--- config.mk ---
export PLATFORM = sky130hd
export DESIGN_NAME = shift_add_multiplier
export DESIGN_NICKNAME = d
export VERILOG_FILES = /design/src/rtl/shift_add_multiplier.sv
export SDC_FILE = /design/constraint.sdc
export NUM_CORES = 1
export LEC_CHECK = 0
export CORE_MARGIN = 3
export CORE_UTILIZATION = 30
export CTS_CLUSTER_SIZE = 14
export DETAILED_ROUTE_END_ITERATION = 7
export DONT_BUFFER_PORTS = 1
export PLACE_DENSITY = 0.45
export SETUP_SLACK_MARGIN = 0.5
export SYNTH_ARGS = -nofsm -noshare
export SYNTH_HDL_FRONTEND = slang
export SYNTH_SLANG_ARGS = --single-unit
--- constraint.sdc ---
create_clock -name clk -period 2.4 [get_ports clk]
set_clock_uncertainty 0.15 [all_clocks]
set_input_delay 0.12 -clock clk [delete_from_list [all_inputs] [get_ports clk]]
set_output_delay 0.12 -clock clk [all_outputs]
set_load 0.005 [all_outputs]
--- src/rtl/shift_add_multiplier.sv ---
// Sequential 4x4 unsigned shift-add multiplier on a 4-bit ripple carry adder.
// start -> 4 add/shift iterations (busy) -> one-cycle done with registered product.

module full_adder (
  input  logic a_i,
  input  logic b_i,
  input  logic c_i,
  output logic s_o,
  output logic c_o
);
  assign s_o = a_i ^ b_i ^ c_i;
  assign c_o = (a_i & b_i) | (c_i & (a_i ^ b_i));
endmodule

module ripple_carry_adder (
  input  logic [3:0] in_1,
  input  logic [3:0] in_2,
  input  logic       c_in,
  output logic [3:0] sum,
  output logic       c_out
);
  logic [4:0] c;

  assign c[0]  = c_in;
  assign c_out = c[4];

  for (genvar i = 0; i < 4; i++) begin : g_bit
    full_adder u_fa (
      .a_i (in_1[i]),
      .b_i (in_2[i]),
      .c_i (c[i]),
      .s_o (sum[i]),
      .c_o (c[i+1])
    );
  end
endmodule

module shift_add_multiplier (
  input  logic       clk,
  input  logic       rst,
  input  logic       start,
  input  logic [3:0] multiplicand,
  input  logic [3:0] multiplier,
  output logic       busy,
  output logic       done,
  output logic [7:0] product
);
  localparam logic [1:0] IDLE = 2'd0;
  localparam logic [1:0] RUN  = 2'd1;
  localparam logic [1:0] DONE = 2'd2;

  logic [1:0] state_q, state_d;
  logic [3:0] acc_q, acc_d;
  logic [3:0] q_q, q_d;
  logic [3:0] a_q;
  logic [1:0] count_q;
  logic [7:0] product_q;

  logic [3:0] add_in2, add_sum;
  logic       add_c;

  assign add_in2 = q_q[0] ? a_q : 4'h0;

  ripple_carry_adder u_rca (
    .in_1  (acc_q),
    .in_2  (add_in2),
    .c_in  (1'b0),
    .sum   (add_sum),
    .c_out (add_c)
  );

  // The adder carry becomes the new acc MSB; the shifted-out sum LSB enters Q.
  assign acc_d = {add_c, add_sum[3:1]};
  assign q_d   = {add_sum[0], q_q[3:1]};

  always_ff @(posedge clk) begin
    if (rst) state_q <= IDLE;
    else     state_q <= state_d;
  end

  always_comb begin
    state_d = IDLE;
    case (state_q)
      IDLE:    state_d = start ? RUN : IDLE;
      RUN:     state_d = (count_q == 2'd3) ? DONE : RUN;
      DONE:    state_d = IDLE;
      default: state_d = IDLE;
    endcase
  end

  always_comb begin
    busy = 1'b0;
    done = 1'b0;
    case (state_q)
      RUN:     busy = 1'b1;
      DONE:    done = 1'b1;
      default: ;
    endcase
  end

  always_ff @(posedge clk) begin
    if (rst) begin
      acc_q     <= 4'h0;
      q_q       <= 4'h0;
      a_q       <= 4'h0;
      count_q   <= 2'd0;
      product_q <= 8'h00;
    end else begin
      case (state_q)
        IDLE: if (start) begin
          a_q     <= multiplicand;
          q_q     <= multiplier;
          acc_q   <= 4'h0;
          count_q <= 2'd0;
        end
        RUN: begin
          acc_q   <= acc_d;
          q_q     <= q_d;
          count_q <= count_q + 2'd1;
          if (count_q == 2'd3) product_q <= {acc_d, q_d};
        end
        default: ;
      endcase
    end
  end

  assign product = product_q;
endmodule

==> key figures, run 1 <==
Layout
  • Finished Core Util: 0.364
  • Leading cell types in the layout, fill and taps excluded: 21 x dfxtp_1, 15 x nand2_1, 13 x nor2_1, 9 x a21oi_1
  • Cell Count, Final, Fillers Out: 160
  • Final Cell Area: 0.00116 mm2
  • Final #Nets: 133
  • Ant. Diodes: 0
  • Area delta synth->final: 11.0%
  • Layout cells sized above 1: 0.181
  • Commonest non-fill, non-tap cell in the layout: dfxtp_1

STA
  • Worst slew pin tran: 0.610 ns
  • Post-route minimum period: 2.19 ns
  • Final hold slack: -0.305 ns
  • # setup viols final: 0
  • Final setup margin: 0.213 ns
  • RSZ-0062 raised after global routing: true
  • Max-slew violation count: 0
  • Period utilization: 0.911
  • Final hold vios: 22
  • Fmax: 457 MHz
  • Setup TNS: 0 ns
  • Worst rel slew slack: 0.592

Power
  • Clk pwr share: 0.311
  • Pwr dens: 589 mW/mm2
  • Reg power frac: 0.617
  • Psw: 157 uW
  • Switch share: 0.229
  • Cell internal pwr: 529 uW
  • Max VDD drop: 0.248 mV
  • Combinational Power Share: 0.072
  • Leak: 0.000412 uW

Min path
  • Min-Delay Path Class: input pin to flop
  • Hold path start: rst

Critical path
  • Worst Path Required: 2.47 ns
  • Crit end category: flop
  • Worst Setup SP: q_q[0]
  • WP data arrival: 2.26 ns
  • Worst Setup Start Kind: flop
  • Setup CP Type: flop to flop
  • Max FO, Critical Path: 2
  • Reg2reg start: q_q[0]

Placement
  • IO Port Bufs: 0
  • DP Area: 0.00106 mm2
  • Pre-CTS setup slack: 0.181 ns
  • Dpl hpwl: 1540 um
  • Placed insts: 153
  • Routability cong.: 0.757

Drt
  • First drt pass iteration count: 4
  • Routed wire per std cell: 13.2 um
  • Routed vias: 770
  • First DRT Iteration DRCs: 30
  • Final ANT Viol Nets: 0
  • Post-route DRC: 0
  • Routed vias/inst: 4.81
  • Final wirelength: 2110 um

Synthesis
  • Sequential share of the synthesized area: 0.458
  • Post-synthesis cell type count: 25
  • Yosys warning count: 0
  • Syn Nets: 131
  • Syn avg cell area: 9.13 um2
  • Post-Synthesis Cells: 115
  • Synthesized area: 0.00105 mm2
  • Synth Register Bits: 24

Global routing
  • GRT Overall Usage: 0.109
  • Largest net degree at the start of global routing: 25
  • Vias in the first global route: 762
  • Global-route wire length before repair: 3600 um
  • Number of antenna violations at the first check in global routing: 0
  • Grt ovf: 0

Clocking
  • CTS Sinks: 24
  • Clock Path Buffers: 2
  • H-tree depth: 1
  • Root Buffer: clkbuf_4
  • Clk Latency, worst-skew pair: 0.32 ns
  • Cts hold-fix bufs: 2
  • TritonCTS Buffers: 3
  • Clock slew at reported path FFs: 0.13 ns
  • TritonCTS clock tree: yes

Job
  • Maxcap violations: 0

Floorplan
  • Die width: 65.2 um
  • I/O pin total: 21
  • Die Area: 0.00425 mm2
  • Row Count: 20
  • Core box area: 0.00320 mm2
  • Die Height: 65.2 um
  • Initial Util: 0.328

Run status
  • Run status: finished, violations left
  • Failing checks: negative hold slack
layer usage:
layer	vias up	track usage	part of all wire
met2	11	0.192	0.50
met4	0	0.0155	0.0038
met3	2	0.0410	0.050
met1	370	0.131	0.44
met5	-	0	0
li1	387	-	-
cells in the mapped netlist:
library cell,number,area [um2]
dfxtp_1,24,480
nand2_1,16,60.1
nor2_1,13,48.8
a21oi_1,10,50.1
inv_1,7,26.3
a211oi_1,6,45.0
mux2i_1,5,50.1
o21ai_0,4,20.0
a2bb2oi_1,3,26.3
fa_1,3,60.1
nand2b_1,3,18.8
a22oi_1,2,15.0
and2_1,2,12.5
buf_4,2,15.0
clkbuf_1,2,7.51
ha_1,2,25.0
nor2b_1,2,12.5
nor3_1,2,10.0
and3b_2,1,10.0
buf_6,1,11.3
clkbuf_8,1,13.8
nand3b_1,1,7.51
nor3b_1,1,7.51
o21bai_1,1,7.51
or3b_1,1,8.76
sequential cells by signal, summed over array words and instances, names as in the netlist:
signal,cells
count_q,2
state_q,2
q_q,4
product,8
acc_q,4
a_q,4
cell families after synthesis:
family                   share of synthesized area
AND/OR/NAND/NOR                              0.187
AO/OA/AOI/OAI                                0.156
flip-flops                                   0.458
buffers and inverters                       0.0703
multiplexers                                0.0477
adder cells (fa/ha/maj)                     0.0810
area by class of cell:
type                       instances  area (um2)
fill                             378        2040
multi-input combinational         78         536
sequential                        24         484
tap                               44        55.1
clock buffer                       4        36.3
timing repair buffer               3        27.5
inverter                           7        26.3
worst max-delay path, stage by stage, from the launching register on:
cell	delay, ns
dfxtp_2	0.35
and2_4	0.14
ha_4	0.12
inv_2	0.03
fa_2	0.32
inv_2	0.06
fa_2	0.18
inv_2	0.04
fa_2	0.53
a2bb2oi_2	0.13
nor2_1	0.04
stage by stage:
stage | power [uW] | hold WS [ns]
3_3_place_gp | 475 | 0.0414
5_1_grt | 727 | -0.329
4_1_cts | 700 | -0.323
2_1_floorplan | 474 | 0.0353
3_5_place_dp | 477 | 0.0439
6_report | 687 | -0.305
power by group through the flow:
stage,Clock [uW],Sequential [uW],Combinational [uW]
final,214,424,49.5
after global routing,242,427,58.3
after CTS,227,424,49.8
after detailed placement,0,433,44.1
after global placement,0,432,42.8
after floorplan,0,428,46.6
final timing paths:
kind	end	slack, ns	cells after the start
hold / removal	a_q[0]	-0.31	1
setup reg to reg	acc_q[2]	0.21	10
hold reg to reg	product[2]	0.32	2
setup / recovery	acc_q[2]	0.21	10
timing repair:
action / 4_1_cts / 5_1_grt
setup endpoints to repair: 6 / 8
endpoints found under the hold margin: 24 / 22
pin swaps: 2 / 1
gates resized for setup: 7 / 5
setup buffers: 1 / 0
(Power assumes the default switching activity.)
==> inputs of run 2 (changes only) <==
--- a/config.mk
+++ b/config.mk
@@ -10,7 +10,7 @@
 export CTS_CLUSTER_SIZE = 14
 export DETAILED_ROUTE_END_ITERATION = 7
 export DONT_BUFFER_PORTS = 1
-export PLACE_DENSITY = 0.45
+export PLACE_DENSITY = 0.42
 export SETUP_SLACK_MARGIN = 0.5
 export SYNTH_ARGS = -nofsm -noshare
 export SYNTH_HDL_FRONTEND = slang
==> run 2 against run 1 <==
  * Sequential share of layout area shrank 1.5 points
  * The run still ends with negative hold slack left
  * Fmax is 0.29% lower
  * First-iteration DRC count grew 30%
  * Non-clock buffer count up 4
  * Combinational power rose by 12%
  * Highest routed layer unchanged
  * Clock-buffer cell count is the same
==> key figures, run 2 (synthesized netlist as in run 1, its figures left out) <==
Floorplan
  • Die width: 65.2 um
  • I/O pin total: 21
  • Core box area: 0.00320 mm2
  • Die Height: 65.2 um
  • Initial Util: 0.328
  • Die Area: 0.00425 mm2
  • Row Count: 20

Global routing
  • Largest net degree at the start of global routing: 25
  • Met3 Track Usage GR: 0.0393
  • Grt ovf: 0
  • M2 GR Usage: 0.184
  • Global-route wire length before repair: 3490 um
  • Busiest layer in global routing: met2
  • Number of antenna violations at the first check in global routing: 0
  • Vias in the first global route: 710
  • Met1 global-route usage: 0.136
  • GRT Overall Usage: 0.109

Critical path
  • WP data arrival: 2.27 ns
  • Crit end category: flop
  • Max FO, Critical Path: 2
  • Worst Path Required: 2.47 ns
  • Worst Setup Start Kind: flop
  • Setup CP Type: flop to flop

Placement
  • IO Port Bufs: 0
  • Pre-CTS setup slack: 0.176 ns
  • Routability cong.: 0.778
  • Dpl hpwl: 1540 um

Job
  • Maxcap violations: 0

Drt
  • Post-route DRC: 0
  • First DRT Iteration DRCs: 39
  • Routed vias/inst: 4.59
  • First drt pass iteration count: 4
  • Routed vias: 753
  • Final wirelength: 2180 um
  • Routed wire per std cell: 13.3 um
  • Final ANT Viol Nets: 0

Power
  • Pwr dens: 569 mW/mm2
  • Switch share: 0.225
  • Reg power frac: 0.614
  • Cell internal pwr: 534 uW
  • Combinational Power Share: 0.080
  • Leak: 0.000440 uW
  • Max VDD drop: 0.260 mV
  • Psw: 155 uW
  • Clk pwr share: 0.305

Layout
  • Max reg flops: 8
  • Leading cell types in the layout, fill and taps excluded: 20 x dfxtp_1, 16 x nand2_1, 13 x nor2_1, 10 x a21oi_1, 6 x dlygate4sd3_1
  • Register area: 485 um2
  • Ant. Diodes: 0
  • Final-layout fill cell count: 351
  • Layout cells sized above 1: 0.192
  • Commonest non-fill, non-tap cell in the layout: dfxtp_1
  • Final #Nets: 137
  • Multi-input logic area: 542 um2
  • Area delta synth->final: 15.5%

STA
  • Setup TNS: 0 ns
  • Max-slew violation count: 0
  • Final hold slack: -0.296 ns
  • Post-route minimum period: 2.19 ns
  • Worst rel slew slack: 0.559
  • Period utilization: 0.914
  • # setup viols final: 0
  • Worst slew pin tran: 0.661 ns
  • Fmax: 456 MHz
  • Final setup margin: 0.207 ns
  • Final hold vios: 18
  • RSZ-0062 raised after global routing: true

Clocking
  • TritonCTS Buffers: 3
  • Cts hold-fix bufs: 6
  • TritonCTS clock tree: yes
  • Clock slew at reported path FFs: 0.13 ns
  • CTS Sinks: 24
  • H-tree depth: 1
  • Clock Path Buffers: 2
  • Root Buffer: clkbuf_4
  • Clk Latency, worst-skew pair: 0.31 ns

Run status
  • Run status: finished, violations left
  • Failing checks: negative hold slack

Min path
  • Min-Delay Path Class: input pin to flop
## run 2: cell count changes in the layout (fill, tap and decap cells not counted), sizes merged
cell,change
dlygate4sd3,+4
## run 2: path summary, 6_finish.rpt
path	slack, ns	depth (start not counted)	end	startpoint
setup / recovery	0.21	10	acc_q[2]	q_q[0]
hold / removal	-0.30	1	product[2]	rst
setup reg to reg	0.21	10	acc_q[2]	q_q[0]
hold reg to reg	0.33	2	product[0]	q_q[1]
## run 2: power groups by stage
stage,Sequential [uW],Combinational (uW),Clock (uW)
floorplan,428,46.6,0
global placement,433,43.2,0
detailed placement,433,43.6,0
CTS,423,54.2,224
global route,427,63.0,240
finish,424,55.5,211
## run 2: what timing repair did
action | in CTS | in global routing
setup buffers | 1 | 0
hold endpoints to repair | 24 | 18
endpoints found under the setup margin | 5 | 10
gates resized for setup | 6 | 8
cloned | 0 | 0
pin swaps | 1 | 2
## run 2: cell type report
type | instances | area share
timing repair buffer | 7 | 0.0557
multi-input combinational | 78 | 0.447
sequential | 24 | 0.400
clock buffer | 4 | 0.0299
inverter | 7 | 0.0217
tap | 44 | 0.0454
## run 2: stage by stage
step                utilization  area, um2  power [uW]  cells  hold WS, ns
floorplan                     -       1060         474    115       0.0353
global placement          0.332       1060         476    153       0.0415
detailed placement        0.332       1060         477    153       0.0447
CTS                       0.370       1180         702    164       -0.313
global route              0.379       1210         730    164       -0.331
finish                    0.379       1210         690    164       -0.296
## run 2: critical path, cell delays in order (launching register included)
cell	delay [ns]
dfxtp_2	0.35
and2_4	0.14
ha_4	0.12
inv_2	0.03
fa_2	0.32
inv_2	0.06
fa_2	0.18
inv_2	0.04
fa_2	0.54
a2bb2oi_2	0.13
nor2_1	0.04
## run 2: metal layers
metal	routed length, um	vias up
met5	0	-
met4	8	0
met3	100	2
met2	1070	10
met1	1010	347
li1	-	394
